--- src/rtl/aes_spi_scheduler.sv ---
// Two-requester scheduler for an external AES engine pair reached over SPI:
// it grants one request, shifts data and key out, waits a gap, and shifts the result back in.
module aes_spi_scheduler #(
  parameter int GAP_CYCLES = 4
) (
  input  logic         clk,
  input  logic         rst,
  input  logic         req_a,
  input  logic         req_b,
  input  logic         mode_a,
  input  logic         mode_b,
  input  logic [1:0]   nk_a,
  input  logic [1:0]   nk_b,
  input  logic [127:0] data_a,
  input  logic [127:0] data_b,
  input  logic [255:0] key_a,
  input  logic [255:0] key_b,
  output logic         ack_a,
  output logic         ack_b,
  output logic         done_a,
  output logic         done_b,
  output logic [127:0] result,
  output logic         busy,
  output logic         sdo,
  input  logic         sdi,
  output logic         cs_enc_n,
  output logic         cs_dec_n
);

  localparam logic [2:0] ST_IDLE      = 3'd0;
  localparam logic [2:0] ST_SEND_DATA = 3'd1;
  localparam logic [2:0] ST_SEND_KEY  = 3'd2;
  localparam logic [2:0] ST_GAP       = 3'd3;
  localparam logic [2:0] ST_RECV      = 3'd4;
  localparam logic [2:0] ST_DONE      = 3'd5;

  localparam logic       HAS_GAP  = (GAP_CYCLES > 0);
  localparam logic [8:0] GAP_LAST = HAS_GAP ? 9'(GAP_CYCLES - 1) : 9'd0;

  logic [2:0]   r_state;
  logic [8:0]   r_cnt;
  logic [8:0]   r_klast;
  logic [127:0] r_data;
  logic [255:0] r_key;
  logic [126:0] r_rx;
  logic         r_owner_b;
  logic         r_last_b;

  logic         w_grant;
  logic         w_grant_b;
  logic         w_sel_mode;
  logic [1:0]   w_sel_nk;
  logic [127:0] w_sel_data;
  logic [255:0] w_sel_key;
  logic [8:0]   w_klast;

  // Round-robin arbitration and selection of the winner's inputs.
  always_comb begin
    w_grant   = 1'b0;
    w_grant_b = 1'b0;
    if (req_a && req_b) begin
      w_grant   = 1'b1;
      w_grant_b = ~r_last_b;
    end else if (req_a) begin
      w_grant   = 1'b1;
      w_grant_b = 1'b0;
    end else if (req_b) begin
      w_grant   = 1'b1;
      w_grant_b = 1'b1;
    end else begin
      w_grant   = 1'b0;
      w_grant_b = 1'b0;
    end

    w_sel_mode = w_grant_b ? mode_b : mode_a;
    w_sel_nk   = w_grant_b ? nk_b   : nk_a;
    w_sel_data = w_grant_b ? data_b : data_a;
    w_sel_key  = w_grant_b ? key_b  : key_a;

    case (w_sel_nk)
      2'b00:   w_klast = 9'd127;
      2'b01:   w_klast = 9'd191;
      default: w_klast = 9'd255;
    endcase
  end

  // Transaction sequencer; r_cnt holds the cycles left in the current state minus one.
  always_ff @(posedge clk or negedge rst) begin
    if (!rst) begin
      r_state   <= ST_IDLE;
      r_cnt     <= 9'd0;
      r_klast   <= 9'd0;
      r_data    <= '0;
      r_key     <= '0;
      r_rx      <= '0;
      r_owner_b <= 1'b0;
      r_last_b  <= 1'b1;
      result    <= '0;
      busy      <= 1'b0;
      sdo       <= 1'b0;
      cs_enc_n  <= 1'b1;
      cs_dec_n  <= 1'b1;
      ack_a     <= 1'b0;
      ack_b     <= 1'b0;
      done_a    <= 1'b0;
      done_b    <= 1'b0;
    end else begin
      ack_a  <= 1'b0;
      ack_b  <= 1'b0;
      done_a <= 1'b0;
      done_b <= 1'b0;
      case (r_state)
        ST_IDLE: begin
          if (w_grant) begin
            r_state   <= ST_SEND_DATA;
            r_cnt     <= 9'd127;
            r_klast   <= w_klast;
            r_data    <= {w_sel_data[126:0], 1'b0};
            r_key     <= w_sel_key;
            r_owner_b <= w_grant_b;
            r_last_b  <= w_grant_b;
            ack_a     <= ~w_grant_b;
            ack_b     <= w_grant_b;
            busy      <= 1'b1;
            sdo       <= w_sel_data[127];
            cs_enc_n  <= ~w_sel_mode;
            cs_dec_n  <= w_sel_mode;
          end
        end
        ST_SEND_DATA: begin
          if (r_cnt == 9'd0) begin
            r_state <= ST_SEND_KEY;
            r_cnt   <= r_klast;
            sdo     <= r_key[255];
            r_key   <= {r_key[254:0], 1'b0};
          end else begin
            r_cnt  <= r_cnt - 9'd1;
            sdo    <= r_data[127];
            r_data <= {r_data[126:0], 1'b0};
          end
        end
        ST_SEND_KEY: begin
          if (r_cnt == 9'd0) begin
            sdo <= 1'b0;
            if (HAS_GAP) begin
              r_state <= ST_GAP;
              r_cnt   <= GAP_LAST;
            end else begin
              r_state <= ST_RECV;
              r_cnt   <= 9'd127;
            end
          end else begin
            r_cnt <= r_cnt - 9'd1;
            sdo   <= r_key[255];
            r_key <= {r_key[254:0], 1'b0};
          end
        end
        ST_GAP: begin
          sdo <= 1'b0;
          if (r_cnt == 9'd0) begin
            r_state <= ST_RECV;
            r_cnt   <= 9'd127;
          end else begin
            r_cnt <= r_cnt - 9'd1;
          end
        end
        ST_RECV: begin
          r_rx <= {r_rx[125:0], sdi};
          // result only moves once the full block is in, never on partial shifts
          if (r_cnt == 9'd0) begin
            r_state  <= ST_DONE;
            result   <= {r_rx, sdi};
            done_a   <= ~r_owner_b;
            done_b   <= r_owner_b;
            cs_enc_n <= 1'b1;
            cs_dec_n <= 1'b1;
          end else begin
            r_cnt <= r_cnt - 9'd1;
          end
        end
        ST_DONE: begin
          r_state <= ST_IDLE;
          busy    <= 1'b0;
          sdo     <= 1'b0;
        end
        default: begin
          r_state  <= ST_IDLE;
          busy     <= 1'b0;
          sdo      <= 1'b0;
          cs_enc_n <= 1'b1;
          cs_dec_n <= 1'b1;
        end
      endcase
    end
  end

endmodule

--- config.mk ---
export PLATFORM = sky130hd
export DESIGN_NAME = aes_spi_scheduler
export DESIGN_NICKNAME = d
export VERILOG_FILES = /design/src/rtl/aes_spi_scheduler.sv
export SDC_FILE = /design/constraint.sdc
export NUM_CORES = 2
export LEC_CHECK = 0
export CAP_MARGIN = 20
export CORE_AREA = 5 5 352 354
export CTS_CLUSTER_SIZE = 25
export DETAILED_ROUTE_END_ITERATION = 8
export DIE_AREA = 0 0 357 359
export GPL_TIMING_DRIVEN = 0
export PLACE_DENSITY_LB_ADDON = 0.12
export SYNTH_ARGS = -nofsm -noshare
export SYNTH_HDL_FRONTEND = slang
export SYNTH_SLANG_ARGS = --single-unit
export TNS_END_PERCENT = 20
--- constraint.sdc ---
create_clock -name clk -period 3.1 [get_ports clk]
set_input_delay 0.93 -clock clk [delete_from_list [all_inputs] [get_ports clk]]
set_output_delay 0.93 -clock clk [all_outputs]
set_load 0.01 [all_outputs]
# == After elaboration in Yosys (flattened, before gate mapping) ==
# Index checks and enable logic that the tools add are counted.
# classes
n_addsub,1
n_eq_ne,14
muxes,48
n_bitwise,7
reduce_logical,18
# ops
cell,n
256-bit 2-to-1 mux,4
256-bit case mux with 3 select lines,1
128-bit 2-to-1 mux,3
128-bit case mux with 2 select lines,1
9-bit 2-to-1 mux,5
9-bit case mux with 5 select lines,1
1-bit 2-to-1 mux,21
"2-bit != test, second input constant",8
8-bit case mux with 2 select lines,1
3-bit 2-to-1 mux,5
3-bit case mux with 5 select lines,1
9-bit logical NOT,1
3-bit AND reduction,3
"9-bit by 1-bit subtractor with 9-bit output, second input constant",1
2-bit AND reduction,4
4-bit OR reduction,2
1-bit inverter,7
"3-bit by 2-bit == test with 1-bit output, second input constant",2
"3-bit == test, second input constant",2
1-bit case mux with 3 select lines,2
5-bit AND reduction,1
5-bit nonzero test,1
1-bit case mux with 4 select lines,1
4-bit AND reduction,1
9 further kinds,9
# totals
register_bits,670
inputBits,779
out_inout_bits,136
wordCells,105

# == Logic depth before layout (Yosys ltp) ==
# logic_depth
word_depth,7
mapped_depth,10
ltp_nobuf,7

# == Least setup slack after synthesis ==
# No wires, ideal clock.
# synth_timing
path_kind,input to register
start,input req_b
end,register r_key[125]
setup_time_ps,125
t_arrival_ps,2370
t_required_ps,2975
path_slack_ps,605
stages,7
path_buffers,3
path_cell_list,a21bo_2 > buf_4 > buf_4 > clkbuf_1 > mux2i_1 > o21ai_1 > mux2_4
# synth_via
elab_chain_len,6
elab_cells_between_ends,11
cone_classes,eq/ne: 1; mux: 8; reduce/logical: 2
# synth_rtl
element,line,source
"start, declared",9,"input logic req_b,"
1-bit 2-to-1 mux,67,end else if (req_b) begin
1-bit 2-to-1 mux,64,end else if (req_a) begin
1-bit 2-to-1 mux,61,if (req_a && req_b) begin
256-bit 2-to-1 mux,78,w_sel_key = w_grant_b ? key_b : key_a;
256-bit 2-to-1 mux,114,if (w_grant) begin
256-bit case mux with 3 select lines,112,case (r_state)
"end signal, assigned",119,r_key <= w_sel_key;
"end signal, assigned",135,"r_key <= {r_key[254:0], 1'b0};"
"end signal, assigned",155,"r_key <= {r_key[254:0], 1'b0};"
"end, declared",44,logic [255:0] r_key;
# Parallel ways exist; a longest one is shown, timed or not. The select of a mux whose other input is x is not followed.
# A chain may end at the register's enable or synchronous reset.

# == Final worst setup path ==
# layout_timing
start,input req_b
end,register r_key[90]
# Same word-level chain as after synthesis.

==> results.txt <==
The flow ran to the end, and the final reports show no timing, DRC or antenna violations. Sequential elements use 49.5% of the synthesized area. The routed design could run at a clock period as short as ~3000 ps.

The x dimension of the die is roughly 360 um. Row generation in the floorplan step produced 128 rows. At the end of routability-driven placement, the weighted congestion stood at about 0.86. Across every metal layer, demand over resource in global routing totals 18.7%. Summing all flip-flop and latch instances after layout gives between 15000 and 20000 um^2. The number of levels the H-tree was split into is 3. STA classifies the critical path endpoint as a register. The final-stage net count came out at slightly above 5000. The number of flops mapped to enable cells by yosys came out at 0. The arrival time reported for the critical path endpoint is approximately 3500 ps. The multi-input logic area is between 15000 and 20000 um^2. The total power per unit cell area is ~420 nW/um^2. The cell area after synthesis came out at 33500 um^2. Leaving out fill and tap cells, the most frequent cell in the layout is sky130_fd_sc_hd__nand2_1.

The per-cell routed wire length is ~21 um. The share of synthesized registers carrying an async set or reset came out at 100%. The portion of the clock cycle consumed by the worst path in the final layout came out at between 90% and 100%.

The critical path is of the in -> reg type. The least setup slack across all paths after layout is 82.6 ps. The first global-routing pass estimated between 150000 and 200000 um of wire. Counting every instance in the synthesized netlist gives around 3300. The initial antenna violation count was 14. Across all layers, the routed design uses between 20000 and 30000 vias. Derived from the worst setup path, the maximum achievable clock frequency is 331 MHz. The number of pins with negative max-slew slack in the final report was 0. In this run the worst path has a maximum fanout of 10.

The number of nets in the synthesized netlist is 4125. The insertion delay of the later-clocked pin in the worst-skew pair came out at around 640 ps. The placeable core area came out at approximately 120000 um^2.

The type of the worst min-delay path is in -> async. The max-capacitance violation count is 0. The starting DRC count in detailed routing came out at 1638. In the routed design, unresolved DRC markers number 0. The total of warnings raised by yosys came out at 0. The worst vdd rail ir drop came out at a little over 400 uV. The via count normalized by instance count came out at 4.55. The final count of hold timing violations came out at 0. Counting cells, the worst reg-to-reg path comes to 7. The count of placed standard cells in the final layout, fillers left out is 6040. The count of cell types in the netlist is 60. The count of placed standard cells including taps came out at roughly 5900. In this run the critical register-to-register path is captured at r_data[18]. From synthesis to final layout, the design area changed by 41.9%.

For the pin with the worst max-slew slack, the measured transition is around 940 ps. The buffer type at the clock tree root is sky130_fd_sc_hd__clkbuf_16. CTS saw approximately 660 sinks.

The setup violation total in the final timing report came out at 0. After clock tree synthesis, the clock-pin slew on the worst setup and hold paths is 60 ps. The number of fillers in the final layout came out at roughly 12000.

The remaining global-route overflow came out at 0. Among all flip-flop cells after synthesis, the most frequent one is sky130_fd_sc_hd__dfrtp_1. The mean area per synthesized cell is roughly 10 um^2. Leaving out fill and tap cells, the most frequent cells in the layout are 1034 x sky130_fd_sc_hd__nand2_1, 913 x sky130_fd_sc_hd__clkdlybuf4s50_1, 660 x sky130_fd_sc_hd__dfrtp_1.

TritonCTS built the clock tree. The worst register-to-register path begins at r_state[2]. The number of iterations in the first detailed-routing pass came out at 5. The count of hold buffers inserted by post-cts repair is 0. The number of buffers inserted by port buffering is roughly 910. The detailed-route wire length is between 100000 and 150000 um. The post-synthesis sequential element count came out at roughly 660. The worst setup timing slack at the placement stage is -1160 ps. The effective utilization at floorplan came out at between 20% and 30%. Once the clock tree was built, the setup fixing pass inserted 0 buffers. The leakage power figure came out at between 20 and 25 nW. Setup repair after global routing could not meet its margin everywhere.

The number of global-route vias before repair came out at roughly 29000. In this run, CTS created clock tree buffers numbering 79. STA puts the critical path data required time at ~3600 ps. The floorplan die area is about 130000 um^2. The die height came out at ~360 um. For the final database, setup skew stands at between 30 and 40 ps. The worst register-to-register path has a setup slack of around 160 ps. The largest buffer count on any clock path came out at 3. The largest net degree at the start of global routing is around 110.

The final core utilization came out at approximately two fifths. After legalization and detailed placement, the total HPWL measured around 97000 um. The number of top-level design ports came out at just over 900. Cells with a size suffix above 1 make up between 10% and 20% of the layout.

Once detail routing completed, the nets flagged for antenna violations numbered 0. The minimum hold slack came out at slightly above 200 ps. The sum of negative setup slack came out at 0 ps. The worst setup path is launched from an input port. The headroom to the max-slew limit is approximately 37%.
-- critical path, cell delays in order --
cell                              delay (ps)
sky130_fd_sc_hd__clkdlybuf4s50_1         530
sky130_fd_sc_hd__a21bo_2                 250
sky130_fd_sc_hd__buf_4                   260
sky130_fd_sc_hd__buf_4                   270
sky130_fd_sc_hd__buf_2                   390
sky130_fd_sc_hd__mux2i_1                 470
sky130_fd_sc_hd__o21ai_1                 100
sky130_fd_sc_hd__mux2_4                  270
-- cell families (layout without fill, tap and decap cells) --
kind of cell | count (synthesis) | after routing | synth area share, %
AOI/OAI and AO/OA | 694 | 694 | 10.7
xor gates and xnor gates | 1 | 1 | 0.0261
adders and majority gates | 1 | 1 | 0.0373
buffers and inverters | 253 | 1317 | 4.30
DFF | 663 | 663 | 49.5
muxes | 645 | 645 | 22.9
other | 0 | 6 | 0
and+or+nand+nor | 1088 | 1088 | 12.5
-- routing by layer --
metal	GRT usage (%)	wire length, um
met5	0	34
met4	3.91	1990
met3	4.13	7660
met2	32.2	61300
met1	24.2	53400
-- what timing repair did --
| item | CTS | global route |
|---|---|---|
| endpoints found under the setup margin | 146 | 9 |
| endpoints found under the hold margin | 0 | 0 |
| resized for setup | 20 | 9 |
-- report_power, final --
| part | internal [mW] | switching [mW] | leakage (nW) |
|---|---|---|---|
| Sequential | 8.75 | 0.0496 | 9.08 |
| Combinational | 1.18 | 0.918 | 12.3 |
| Clock | 5.42 | 3.85 | 1.26 |
-- synth_stat cells (3+ instances only) --
master                     count  share of area [%]
sky130_fd_sc_hd__o22ai_1       3              0.056
sky130_fd_sc_hd__a21o_1        4              0.090
sky130_fd_sc_hd__mux2_1      141                4.7
sky130_fd_sc_hd__nor3_1        3              0.045
sky130_fd_sc_hd__a21oi_1     267                4.0
sky130_fd_sc_hd__o21ai_0     140                2.1
sky130_fd_sc_hd__nor4_1        4              0.075
sky130_fd_sc_hd__nand2_1    1034                 12
sky130_fd_sc_hd__nand2b_1      4              0.075
sky130_fd_sc_hd__dfstp_2       3               0.24
sky130_fd_sc_hd__mux2_2       43                1.4
sky130_fd_sc_hd__buf_1        12               0.13
sky130_fd_sc_hd__mux2i_1     261                7.8
sky130_fd_sc_hd__nor2_1       21               0.24
sky130_fd_sc_hd__a31oi_1       5              0.093
sky130_fd_sc_hd__o21ai_1     249                3.7
sky130_fd_sc_hd__nand3_1       5              0.075
sky130_fd_sc_hd__inv_1         5              0.056
sky130_fd_sc_hd__buf_2        81                1.2
sky130_fd_sc_hd__dfrtp_1     660                 49
sky130_fd_sc_hd__buf_6        18               0.60
sky130_fd_sc_hd__mux2_4      200                9.0
sky130_fd_sc_hd__buf_4         8               0.18
sky130_fd_sc_hd__clkbuf_1    109                1.2
sky130_fd_sc_hd__buf_8        20               0.90
-- worst max path at each step --
stage               startpoint          end  slack [ps]  cells after the start
floorplan                req_b   r_key[125]         610                      7
global placement           rst   r_data[71]      -31330                      1
detailed placement       req_a  r_data[127]       -1160                      9
CTS                      req_a    r_key[91]           2                      8
global route        r_state[2]   r_data[18]         -60                      7
finish                   req_b    r_key[90]          80                      8
-- final cells by class --
| class | instances | area share, % |
|---|---|---|
| plain buffers | 248 | 3.04 |
| inverters | 5 | 0.0394 |
| flip-flops and latches | 663 | 34.9 |
| clock inverters | 19 | 0.515 |
| repair buffers | 921 | 19.6 |
| clock buffers | 124 | 4.93 |
| diodes | 6 | 0.0316 |
| well taps | 1625 | 4.27 |
| multi-input cells | 2429 | 32.7 |
-- stage by stage --
stage	total power, mW	instance area (um^2)
final	20.2	47600
after floorplan	9.49	33500
after CTS	20.6	47500
after global placement	11.1	44700
after global routing	21.0	47600
after detailed placement	11.1	44900
-- registers in the layout (all words and copies together) (netlist names) --
register,cells
r_data,127
r_last_b,1
sdo,1
busy,1
r_rx,127
r_cnt,9
r_state,3
cs_dec_n,1
ack_b,1
r_owner_b,1
ack_a,1
cs_enc_n,1
r_klast,3
r_key,256
done_a,1
result,128
done_b,1
No activity file was read; power rests on OpenSTA's default activity.
